==> config.mk <==
export PLATFORM = sky130hd
export DESIGN_NAME = ex_stage
export DESIGN_NICKNAME = d
export VERILOG_FILES = /design/src/rtl/ex_pkg.sv /design/src/rtl/ex_div.sv /design/src/rtl/ex_stage.sv
export SDC_FILE = /design/constraint.sdc
export NUM_CORES = 2
export LEC_CHECK = 0
export ABC_CLOCK_PERIOD_IN_PS = 40200
export CAP_MARGIN = 20
export CORE_ASPECT_RATIO = 2
export CORE_MARGIN = 2
export CORE_UTILIZATION = 65
export CTS_CLUSTER_SIZE = 12
export DETAILED_ROUTE_END_ITERATION = 12
export PLACE_DENSITY = 0.85
export SYNTH_ARGS = -nofsm -noshare
export SYNTH_HDL_FRONTEND = slang
export SYNTH_SLANG_ARGS = --single-unit
==> constraint.sdc <==
create_clock -name clk -period 40.2 [get_ports clk]
set_clock_uncertainty 0.2 [all_clocks]
set_input_delay 12.06 -clock clk [delete_from_list [all_inputs] [get_ports clk]]
set_output_delay 12.06 -clock clk [all_outputs]
set_load 0.02 [all_outputs]
==> src/rtl/ex_pkg.sv <==
// Shared definitions for the execute stage: widths, ALU opcodes and divider states.
package ex_pkg;

    localparam int WORD_W     = 32;
    localparam int REG_ADDR_W = 5;
    localparam int MEM_OP_W   = 4;
    localparam int ALU_OP_W   = 4;
    localparam int SHAMT_W    = $clog2(WORD_W);

    typedef enum logic [ALU_OP_W-1:0] {
        ALU_OP_ADD  = 4'h0,
        ALU_OP_SUB  = 4'h1,
        ALU_OP_AND  = 4'h2,
        ALU_OP_OR   = 4'h3,
        ALU_OP_XOR  = 4'h4,
        ALU_OP_SLL  = 4'h5,
        ALU_OP_SRL  = 4'h6,
        ALU_OP_SRA  = 4'h7,
        ALU_OP_SLT  = 4'h8,
        ALU_OP_SLTU = 4'h9,
        ALU_OP_MUL  = 4'hA,
        ALU_OP_MULH = 4'hB,
        ALU_OP_DIV  = 4'hC,
        ALU_OP_DIVU = 4'hD,
        ALU_OP_REM  = 4'hE,
        ALU_OP_REMU = 4'hF
    } alu_op_e;

    typedef enum logic [1:0] {
        DIV_IDLE,
        DIV_BUSY,
        DIV_DONE
    } div_state_e;

    // Opcodes C..F share the top two bits; bit 0 clear = signed, bit 1 set = remainder.
    function automatic logic is_div_op(input logic [ALU_OP_W-1:0] op);
        return op[3:2] == 2'b11;
    endfunction

endpackage

==> src/rtl/ex_div.sv <==
// Iterative radix-2 restoring divider with sign fix-up; present only when EX_DIV_EN is defined.
`ifdef EX_DIV_EN
module ex_div
    import ex_pkg::*;
(
    input  logic              clk,
    input  logic              reset,
    input  logic              flush,
    input  logic              stall,
    input  logic              start,
    input  logic              op_signed,
    input  logic              op_rem,
    input  logic [WORD_W-1:0] dividend,
    input  logic [WORD_W-1:0] divisor,
    output logic              busy,
    output logic [WORD_W-1:0] result
);

    div_state_e        state_q, state_d;
    logic [4:0]        cnt_q, cnt_d;
    logic [WORD_W-1:0] quo_q, quo_d;
    logic [WORD_W-1:0] rem_q, rem_d;
    logic [WORD_W-1:0] dvs_q, dvs_d;
    logic              q_neg_q, q_neg_d;
    logic              r_neg_q, r_neg_d;
    logic              sel_rem_q, sel_rem_d;

    logic [WORD_W-1:0] a_mag, b_mag;
    logic              div_zero, div_ovf;
    logic [WORD_W:0]   shifted, diff;

    always_comb begin
        a_mag    = (op_signed && dividend[WORD_W-1]) ? -dividend : dividend;
        b_mag    = (op_signed && divisor[WORD_W-1])  ? -divisor  : divisor;
        div_zero = (divisor == '0);
        div_ovf  = op_signed && (dividend == 32'h8000_0000) && (divisor == 32'hFFFF_FFFF);
        shifted  = {rem_q, quo_q[WORD_W-1]};
        diff     = shifted - {1'b0, dvs_q};
    end

    always_ff @(posedge clk) begin
        // NOTE: every flop gets a non-blocking update so all registers see the pre-edge values.
        if (reset) begin
            state_q   <= DIV_IDLE;
            cnt_q     <= '0;
            quo_q     <= '0;
            rem_q     <= '0;
            dvs_q     <= '0;
            q_neg_q   <= 1'b0;
            r_neg_q   <= 1'b0;
            sel_rem_q <= 1'b0;
        end else begin
            state_q   <= state_d;
            cnt_q     <= cnt_d;
            quo_q     <= quo_d;
            rem_q     <= rem_d;
            dvs_q     <= dvs_d;
            q_neg_q   <= q_neg_d;
            r_neg_q   <= r_neg_d;
            sel_rem_q <= sel_rem_d;
        end
    end

    always_comb begin
        state_d = state_q;
        unique case (state_q)
            DIV_IDLE: if (start) state_d = (div_zero || div_ovf) ? DIV_DONE : DIV_BUSY;
            DIV_BUSY: begin
                if (flush)               state_d = DIV_IDLE;
                else if (cnt_q == 5'd31) state_d = DIV_DONE;
            end
            DIV_DONE: if (flush || !stall) state_d = DIV_IDLE;
            default:  state_d = DIV_IDLE;
        endcase
    end

    always_comb begin
        // NOTE: hold-value defaults first, so no path through this block can infer a latch.
        cnt_d     = cnt_q;
        quo_d     = quo_q;
        rem_d     = rem_q;
        dvs_d     = dvs_q;
        q_neg_d   = q_neg_q;
        r_neg_d   = r_neg_q;
        sel_rem_d = sel_rem_q;
        if (state_q == DIV_IDLE && start) begin
            sel_rem_d = op_rem;
            dvs_d     = b_mag;
            cnt_d     = '0;
            q_neg_d   = 1'b0;
            r_neg_d   = 1'b0;
            if (div_zero) begin
                quo_d = '1;
                rem_d = dividend;
            end else if (div_ovf) begin
                quo_d = 32'h8000_0000;
                rem_d = '0;
            end else begin
                quo_d   = a_mag;
                rem_d   = '0;
                q_neg_d = op_signed && (dividend[WORD_W-1] ^ divisor[WORD_W-1]);
                r_neg_d = op_signed && dividend[WORD_W-1];
            end
        end else if (state_q == DIV_BUSY) begin
            // Quotient bits shift in where dividend bits shift out.
            cnt_d = cnt_q + 5'd1;
            quo_d = {quo_q[WORD_W-2:0], ~diff[WORD_W]};
            rem_d = diff[WORD_W] ? shifted[WORD_W-1:0] : diff[WORD_W-1:0];
        end
    end

    always_comb begin
        busy   = (state_q == DIV_BUSY) || (state_q == DIV_IDLE && start);
        result = sel_rem_q ? (r_neg_q ? -rem_q : rem_q)
                           : (q_neg_q ? -quo_q : quo_q);
    end

endmodule
`endif

==> src/rtl/ex_stage.sv <==
// Execute stage: single-cycle ALU and EX/MEM register; define EX_DIV_EN to add the
// iterative divider (ops C..F) and its md_stall request, otherwise those ops yield 0.
module ex_stage
    import ex_pkg::*;
(
    input  logic                  clk,
    input  logic                  reset,
    input  logic                  stall,
    input  logic                  flush,
    input  logic                  id_en,
    input  logic [ALU_OP_W-1:0]   id_alu_op,
    input  logic [WORD_W-1:0]     id_alu_in_0,
    input  logic [WORD_W-1:0]     id_alu_in_1,
    input  logic [MEM_OP_W-1:0]   id_mem_op,
    input  logic [WORD_W-1:0]     id_mem_wr_data,
    input  logic [REG_ADDR_W-1:0] id_dst_addr,
    input  logic                  id_gpr_we_,
    output logic [WORD_W-1:0]     fwd_data,
    output logic                  md_stall,
    output logic                  ex_en,
    output logic [MEM_OP_W-1:0]   ex_mem_op,
    output logic [WORD_W-1:0]     ex_mem_wr_data,
    output logic [REG_ADDR_W-1:0] ex_dst_addr,
    output logic                  ex_gpr_we_,
    output logic [WORD_W-1:0]     ex_out
);

    logic [WORD_W-1:0]          a, b, alu_res;
    logic [SHAMT_W-1:0]         shamt;
    logic signed [2*WORD_W-1:0] a_sx, b_sx, prod_s;

    always_comb begin
        a      = id_alu_in_0;
        b      = id_alu_in_1;
        shamt  = b[SHAMT_W-1:0];
        a_sx   = {{WORD_W{a[WORD_W-1]}}, a};
        b_sx   = {{WORD_W{b[WORD_W-1]}}, b};
        prod_s = a_sx * b_sx;
    end

    always_comb begin
        alu_res = '0;
        case (id_alu_op)
            ALU_OP_ADD:  alu_res = a + b;
            ALU_OP_SUB:  alu_res = a - b;
            ALU_OP_AND:  alu_res = a & b;
            ALU_OP_OR:   alu_res = a | b;
            ALU_OP_XOR:  alu_res = a ^ b;
            ALU_OP_SLL:  alu_res = a << shamt;
            ALU_OP_SRL:  alu_res = a >> shamt;
            ALU_OP_SRA:  alu_res = $signed(a) >>> shamt;
            ALU_OP_SLT:  alu_res = {{(WORD_W-1){1'b0}}, $signed(a) < $signed(b)};
            ALU_OP_SLTU: alu_res = {{(WORD_W-1){1'b0}}, a < b};
            ALU_OP_MUL:  alu_res = prod_s[WORD_W-1:0];
            ALU_OP_MULH: alu_res = prod_s[2*WORD_W-1:WORD_W];
            default:     alu_res = '0;
        endcase
    end

`ifdef EX_DIV_EN
    logic              div_start;
    logic [WORD_W-1:0] div_res;

    // A flushed entry must never launch a division.
    assign div_start = id_en && is_div_op(id_alu_op) && !flush;

    ex_div u_div (
        .clk       (clk),
        .reset     (reset),
        .flush     (flush),
        .stall     (stall),
        .start     (div_start),
        .op_signed (!id_alu_op[0]),
        .op_rem    (id_alu_op[1]),
        .dividend  (a),
        .divisor   (b),
        .busy      (md_stall),
        .result    (div_res)
    );

    assign fwd_data = is_div_op(id_alu_op) ? div_res : alu_res;
`else
    assign md_stall = 1'b0;
    assign fwd_data = alu_res;
`endif

    logic                  en_q, en_d;
    logic [MEM_OP_W-1:0]   mem_op_q, mem_op_d;
    logic [WORD_W-1:0]     wr_data_q, wr_data_d;
    logic [REG_ADDR_W-1:0] dst_q, dst_d;
    logic                  gpr_we_q, gpr_we_d;
    logic [WORD_W-1:0]     out_q, out_d;

    always_comb begin
        en_d      = en_q;
        mem_op_d  = mem_op_q;
        wr_data_d = wr_data_q;
        dst_d     = dst_q;
        gpr_we_d  = gpr_we_q;
        out_d     = out_q;
        if (flush) begin
            en_d     = 1'b0;
            gpr_we_d = 1'b1;
            mem_op_d = '0;
        end else if (!(stall || md_stall)) begin
            // Bubbles must not write the register file or touch memory.
            en_d      = id_en;
            mem_op_d  = id_en ? id_mem_op : '0;
            wr_data_d = id_mem_wr_data;
            dst_d     = id_dst_addr;
            gpr_we_d  = id_en ? id_gpr_we_ : 1'b1;
            out_d     = fwd_data;
        end
    end

    always_ff @(posedge clk) begin
        if (reset) begin
            en_q      <= 1'b0;
            mem_op_q  <= '0;
            wr_data_q <= '0;
            dst_q     <= '0;
            gpr_we_q  <= 1'b1;
            out_q     <= '0;
        end else begin
            en_q      <= en_d;
            mem_op_q  <= mem_op_d;
            wr_data_q <= wr_data_d;
            dst_q     <= dst_d;
            gpr_we_q  <= gpr_we_d;
            out_q     <= out_d;
        end
    end

    assign ex_en          = en_q;
    assign ex_mem_op      = mem_op_q;
    assign ex_mem_wr_data = wr_data_q;
    assign ex_dst_addr    = dst_q;
    assign ex_gpr_we_     = gpr_we_q;
    assign ex_out         = out_q;

endmodule

==> qor.log, run 1 <==
INFO  run_status     status=did not finish
INFO  run_status     stop_stage=5_1_grt
INFO  run_status     error_line=[ERROR GRT-0116] Global routing finished with congestion. Check the congestion regions in the DRC Viewer.
INFO  logic_synthesis netlist_instances=5569
INFO  floorplanning  die-width=194µm
INFO  clock_tree     cts_inserted_buffers=9
INFO  logic_synthesis ys.warnings.count=0
INFO  floorplanning  dieHeight=384µm
INFO  floorplanning  std_cell_rows=139
INFO  clock_tree     cts-root-to-sink-buffers=2
INFO  clock_tree     cts_resized=0
INFO  grt            first_global_vias=51800
INFO  logic_synthesis mappedNetlistNets=7050
INFO  floorplanning  start_util=65.5%
INFO  placed_design  place_hpwl=171000µm
INFO  logic_synthesis dominantRegCellSynth=sky130_fd_sc_hd__dfxtp_1
INFO  grt            grt_usage=66.2%
INFO  clock_tree     ctsRootBufferMaster=sky130_fd_sc_hd__clkbuf_16
INFO  placed_design  gp_routability_congestion=1.12
INFO  logic_synthesis synth-edff-count=0
INFO  logic_synthesis synth.yosys.seq_area_share=3.20%
INFO  floorplanning  boundaryPins=223
INFO  logic_synthesis avgSynthCellArea=8.42µm²
INFO  grt            grt_pass1_wl=351000µm
INFO  logic_synthesis postSynthRegisterBits=75
INFO  logic_synthesis yosysUniqueCellTypes=92
INFO  grt            grt_max_degree=65
INFO  logic_synthesis ys_async_sr_fraction=0%
INFO  clock_tree     cts.sink_count=75
INFO  grt            globalRouteOverflowTotal=14
INFO  placed_design  placement.setup.worst_slack=5.41ns
INFO  logic_synthesis syn-cell-area=0.0469mm²
INFO  clock_tree     cts_setup_buffers=0
INFO  clock_tree     hold_fix_buffers_at_cts=0
INFO  clock_tree     htree_num_levels=3
INFO  placed_design  port_buffers=221
## stage by stage
stage,cells,instance area [µm²]
floorplan,5569,46900
global placement,6460,49700
detailed placement,6461,49700
CTS,6477,50000
## routing by layer
layer	GRT usage (%)	GRT overflow
met4	73.2	7
met2	92.2	7
met1	63.7	0
met3	39.2	0
met5	5.72	0
## synthesized netlist by cell type (13+ instances only)
library cell	n	area, µm²
sky130_fd_sc_hd__o211ai_1	38	285
sky130_fd_sc_hd__mux4_2	43	968
sky130_fd_sc_hd__a221o_1	13	130
sky130_fd_sc_hd__dfxtp_1	75	1500
sky130_fd_sc_hd__nand4_1	30	188
sky130_fd_sc_hd__o21bai_1	18	135
sky130_fd_sc_hd__a21oi_1	225	1130
sky130_fd_sc_hd__o31ai_1	16	120
sky130_fd_sc_hd__inv_1	1037	3890
sky130_fd_sc_hd__clkinv_1	23	86.3
sky130_fd_sc_hd__nand3_1	44	220
sky130_fd_sc_hd__o2111ai_1	13	114
sky130_fd_sc_hd__clkbuf_1	253	950
sky130_fd_sc_hd__a31oi_1	31	194
sky130_fd_sc_hd__xor2_1	23	201
sky130_fd_sc_hd__buf_1	79	297
sky130_fd_sc_hd__o22ai_1	18	113
sky130_fd_sc_hd__fa_1	1084	21700
sky130_fd_sc_hd__a21o_1	38	285
sky130_fd_sc_hd__o21ai_0	155	776
sky130_fd_sc_hd__buf_2	22	110
sky130_fd_sc_hd__o21a_1	33	248
sky130_fd_sc_hd__nor2b_1	19	119
sky130_fd_sc_hd__ha_1	282	3530
sky130_fd_sc_hd__xnor2_1	54	473
sky130_fd_sc_hd__nor2_1	708	2660
sky130_fd_sc_hd__nor3_1	39	195
sky130_fd_sc_hd__or2_2	13	81.3
sky130_fd_sc_hd__a221oi_1	27	236
sky130_fd_sc_hd__or3_1	24	150
sky130_fd_sc_hd__nand2_1	745	2800
sky130_fd_sc_hd__a311oi_1	14	123
sky130_fd_sc_hd__and3_1	20	125
sky130_fd_sc_hd__o221ai_1	16	140
sky130_fd_sc_hd__and2_1	16	100
sky130_fd_sc_hd__a211oi_1	37	278
sky130_fd_sc_hd__mux2i_1	56	561
sky130_fd_sc_hd__a22oi_1	14	105
sky130_fd_sc_hd__nand2b_1	17	106
## cells by family after synthesis
group / synth area share [%]
AOI/OAI and AO/OA: 11.3
xor gates and xnor gates: 1.44
adders and majority gates: 53.8
buffers and inverters: 11.5
DFF: 3.20
muxes: 3.69
other: 0.00799
and+or+nand+nor: 15.1
==> run 2: changes to the inputs <==
--- a/config.mk
+++ b/config.mk
@@ -7,12 +7,10 @@
 export LEC_CHECK = 0
 export ABC_CLOCK_PERIOD_IN_PS = 40200
 export CAP_MARGIN = 20
-export CORE_ASPECT_RATIO = 2
 export CORE_MARGIN = 2
-export CORE_UTILIZATION = 65
-export CTS_CLUSTER_SIZE = 12
+export CORE_UTILIZATION = 40
 export DETAILED_ROUTE_END_ITERATION = 12
-export PLACE_DENSITY = 0.85
+export PLACE_DENSITY_LB_ADDON = 0.15
 export SYNTH_ARGS = -nofsm -noshare
 export SYNTH_HDL_FRONTEND = slang
 export SYNTH_SLANG_ARGS = --single-unit
==> qor.log, run 2 <==
INFO  run_status     status=complete, no violations
INFO  routing        avgRoutedWirePerCell=29.0µm
INFO  clock_tree     cts-root-to-sink-buffers=2
INFO  placed_design  port_buffers=221
INFO  floorplanning  die-width=346µm
INFO  floorplanning  std_cell_rows=125
INFO  clock_tree     ctsRootBufferMaster=sky130_fd_sc_hd__clkbuf_16
INFO  grt            grt_pass1_wl=304000µm
INFO  critical_path  timing_worst_setup_path_type=in -> out
INFO  sta            finalHoldViolCount=0
INFO  cells_and_area leading_cell_types_in_the_layout_fill_and_taps_excluded=sky130_fd_sc_hd__fa_1, sky130_fd_sc_hd__inv_1, sky130_fd_sc_hd__nand2_1
INFO  grt            first_global_vias=43500
INFO  logic_synthesis postSynthRegisterBits=75
INFO  logic_synthesis most_common_library_cells_after_synthesis=sky130_fd_sc_hd__fa_1, sky130_fd_sc_hd__inv_1, sky130_fd_sc_hd__nand2_1
INFO  run            cap_viol_max_count=0
INFO  clock_tree     cts.sink_count=75
INFO  critical_path  worst_ep_arrival=22.98ns
INFO  cells_and_area nets=7051
INFO  sta            max-slew-margin-rel=26.4%
INFO  floorplanning  boundaryPins=223
INFO  grt            antenna_violations_before_repair=8
INFO  clock_tree     cts_resized=0
INFO  routing        finalWirelength=206000µm
INFO  critical_path  delay_of_the_slowest_cell_on_the_worst_path=1.11ns
INFO  logic_synthesis synth.area.top_cells=sky130_fd_sc_hd__fa_1, sky130_fd_sc_hd__inv_1, sky130_fd_sc_hd__ha_1
INFO  logic_synthesis mappedNetlistNets=7050
INFO  floorplanning  dieHeight=346µm
INFO  sta            post-route-min-period=35.24ns
INFO  logic_synthesis ys.warnings.count=0
INFO  clock_tree     cts_inserted_buffers=9
INFO  clock_tree     tritoncts=yes
INFO  clock_tree     hold_fix_buffers_at_cts=0
INFO  grt            globalRouteOverflowTotal=0
INFO  routing        drtAntennaViolNets=0
INFO  critical_path  cp_max_fo=15
INFO  logic_synthesis dominantRegCellSynth=sky130_fd_sc_hd__dfxtp_1
INFO  sta            fin_hold_ws=0.254ns
INFO  critical_path  crit_path_end_kind=output pin
INFO  logic_synthesis netlist_instances=5569
INFO  logic_synthesis synth.yosys.seq_area_share=3.20%
INFO  critical_path  slowest_stage=sky130_fd_sc_hd__fa_1
INFO  critical_path  critical_path.startpoint_type=input port
INFO  logic_synthesis area_share_of_the_leading_cell_type_in_the_synthesized_netlist=46.3%
INFO  logic_synthesis avgSynthCellArea=8.42µm²
INFO  floorplanning  start_util=40.4%
INFO  clock_tree     htree_num_levels=3
INFO  routing        routed-via-count=41400
INFO  logic_synthesis syn-cell-area=0.0469mm²
INFO  sta            layout_worst_path_cycle_share=87.7%
INFO  placed_design  gp_routability_congestion=1.06
INFO  cells_and_area area_growth_syn_to_layout=8.53%
INFO  sta            fin_setup_tns=0ns
INFO  sta            grt_setup_unrepaired=no
INFO  critical_path  timing.critical_path.buf_inv=7
INFO  critical_path  critical_path.top_delay_family=adder cells
INFO  floorplanning  fp.dieArea=0.120mm²
INFO  clock_tree     cts.clk_slew.worst_paths=0.06ns
INFO  logic_synthesis synth.most_common_cell=sky130_fd_sc_hd__fa_1
INFO  grt            grt_usage=34.8%
INFO  routing        first_pass_iters=6
INFO  logic_synthesis ys_async_sr_fraction=0%
INFO  min_path       timing.hold.worst.class=reg -> reg
INFO  grt            grt_max_degree=84
INFO  placed_design  place_hpwl=163000µm
INFO  cells_and_area postLayoutCoreUtil=43.8%
INFO  logic_synthesis yosysUniqueCellTypes=92
INFO  cells_and_area post_route_cells_drive_above_1_share=4.57%
INFO  sta            finalMaxSlewViolations=0
INFO  routing        first_iter_violations=4109
INFO  logic_synthesis synth-edff-count=0
INFO  routing        avgViaCountPerCell=5.82
INFO  sta            max_freq=28.4MHz
INFO  cells_and_area most_frequent_standard_cell_in_the_layout_excluding_fill_and_tap_cells=sky130_fd_sc_hd__fa_1
INFO  sta            worst_pin_slew=1.10ns
INFO  clock_tree     clk-insertion-delay-late=0.34ns
INFO  critical_path  critPathMostFrequentCell=sky130_fd_sc_hd__fa_1
INFO  floorplanning  core_area=0.116mm²
INFO  clock_tree     cts_setup_buffers=0
INFO  critical_path  worstPathRequired=27.94ns
INFO  logic_synthesis cell_accounting_for_the_most_synthesized_area=sky130_fd_sc_hd__fa_1
INFO  routing        detail_route.drc_violations=0
INFO  sta            finalSetupViolations=0
run 2: cell counts after synthesis:
No cell type changed its count.
run 2: worst paths after layout:
check                    start  slack (ns)  depth (start not counted)                 to
max            id_alu_in_0[31]        4.96                         25       fwd_data[23]
min          ex_mem_wr_data[4]        0.25                          2  ex_mem_wr_data[4]
max reg2reg          ex_out[7]       39.25                          2          ex_out[7]
min reg2reg  ex_mem_wr_data[4]        0.25                          2  ex_mem_wr_data[4]
run 2: metrics by stage:
| stage | cell area (µm²) | std cells | worst slack [ns] |
|---|---|---|---|
| 2_1_floorplan | 46900 | 5569 | 7.67 |
| 3_3_place_gp | 50600 | 7080 | 4.92 |
| 3_5_place_dp | 50700 | 7083 | 5.17 |
| 4_1_cts | 50900 | 7099 | 5.11 |
| 5_1_grt | 50900 | 7099 | 4.62 |
| 6_report | 50900 | 7104 | 4.96 |
run 2: layer usage:
layer | wire [µm] | track usage, %
met5 | 65 | 0
met4 | 12400 | 16.6
met2 | 95100 | 56.3
met3 | 18100 | 5.90
met1 | 80500 | 45.3
run 2: kinds of logic after synthesis:
kind of cell	share of synthesized area, %
adder cells (fa/ha/maj)	53.8
flip-flops	3.20
AO/OA/AOI/OAI	11.3
XOR/XNOR	1.44
other	0.00799
multiplexers	3.69
AND/OR/NAND/NOR	15.1
buffers and inverters	11.5
run 2: layout make-up:
type | instances | area (µm²)
Antenna cell | 5 | 12.5
Clock buffer | 13 | 240
Clock inverter | 3 | 15.0
Fill cell | 11700 | 65300
Inverter | 1062 | 3990
Multi-Input combinational cell | 4071 | 40100
Sequential cell | 75 | 1500
Tap cell | 1524 | 1910
Timing Repair Buffer | 351 | 3200
run 2: worst min-delay path: cells and delay by family (launching register included):
kind            cells  cell delay [ns]
compound gates      1             0.05
flops               1             0.31
simple gates        1             0.05
Power of run 2 is not shown: default switching activity piles up to over one toggle a cycle in this logic, so the estimate is an artifact.
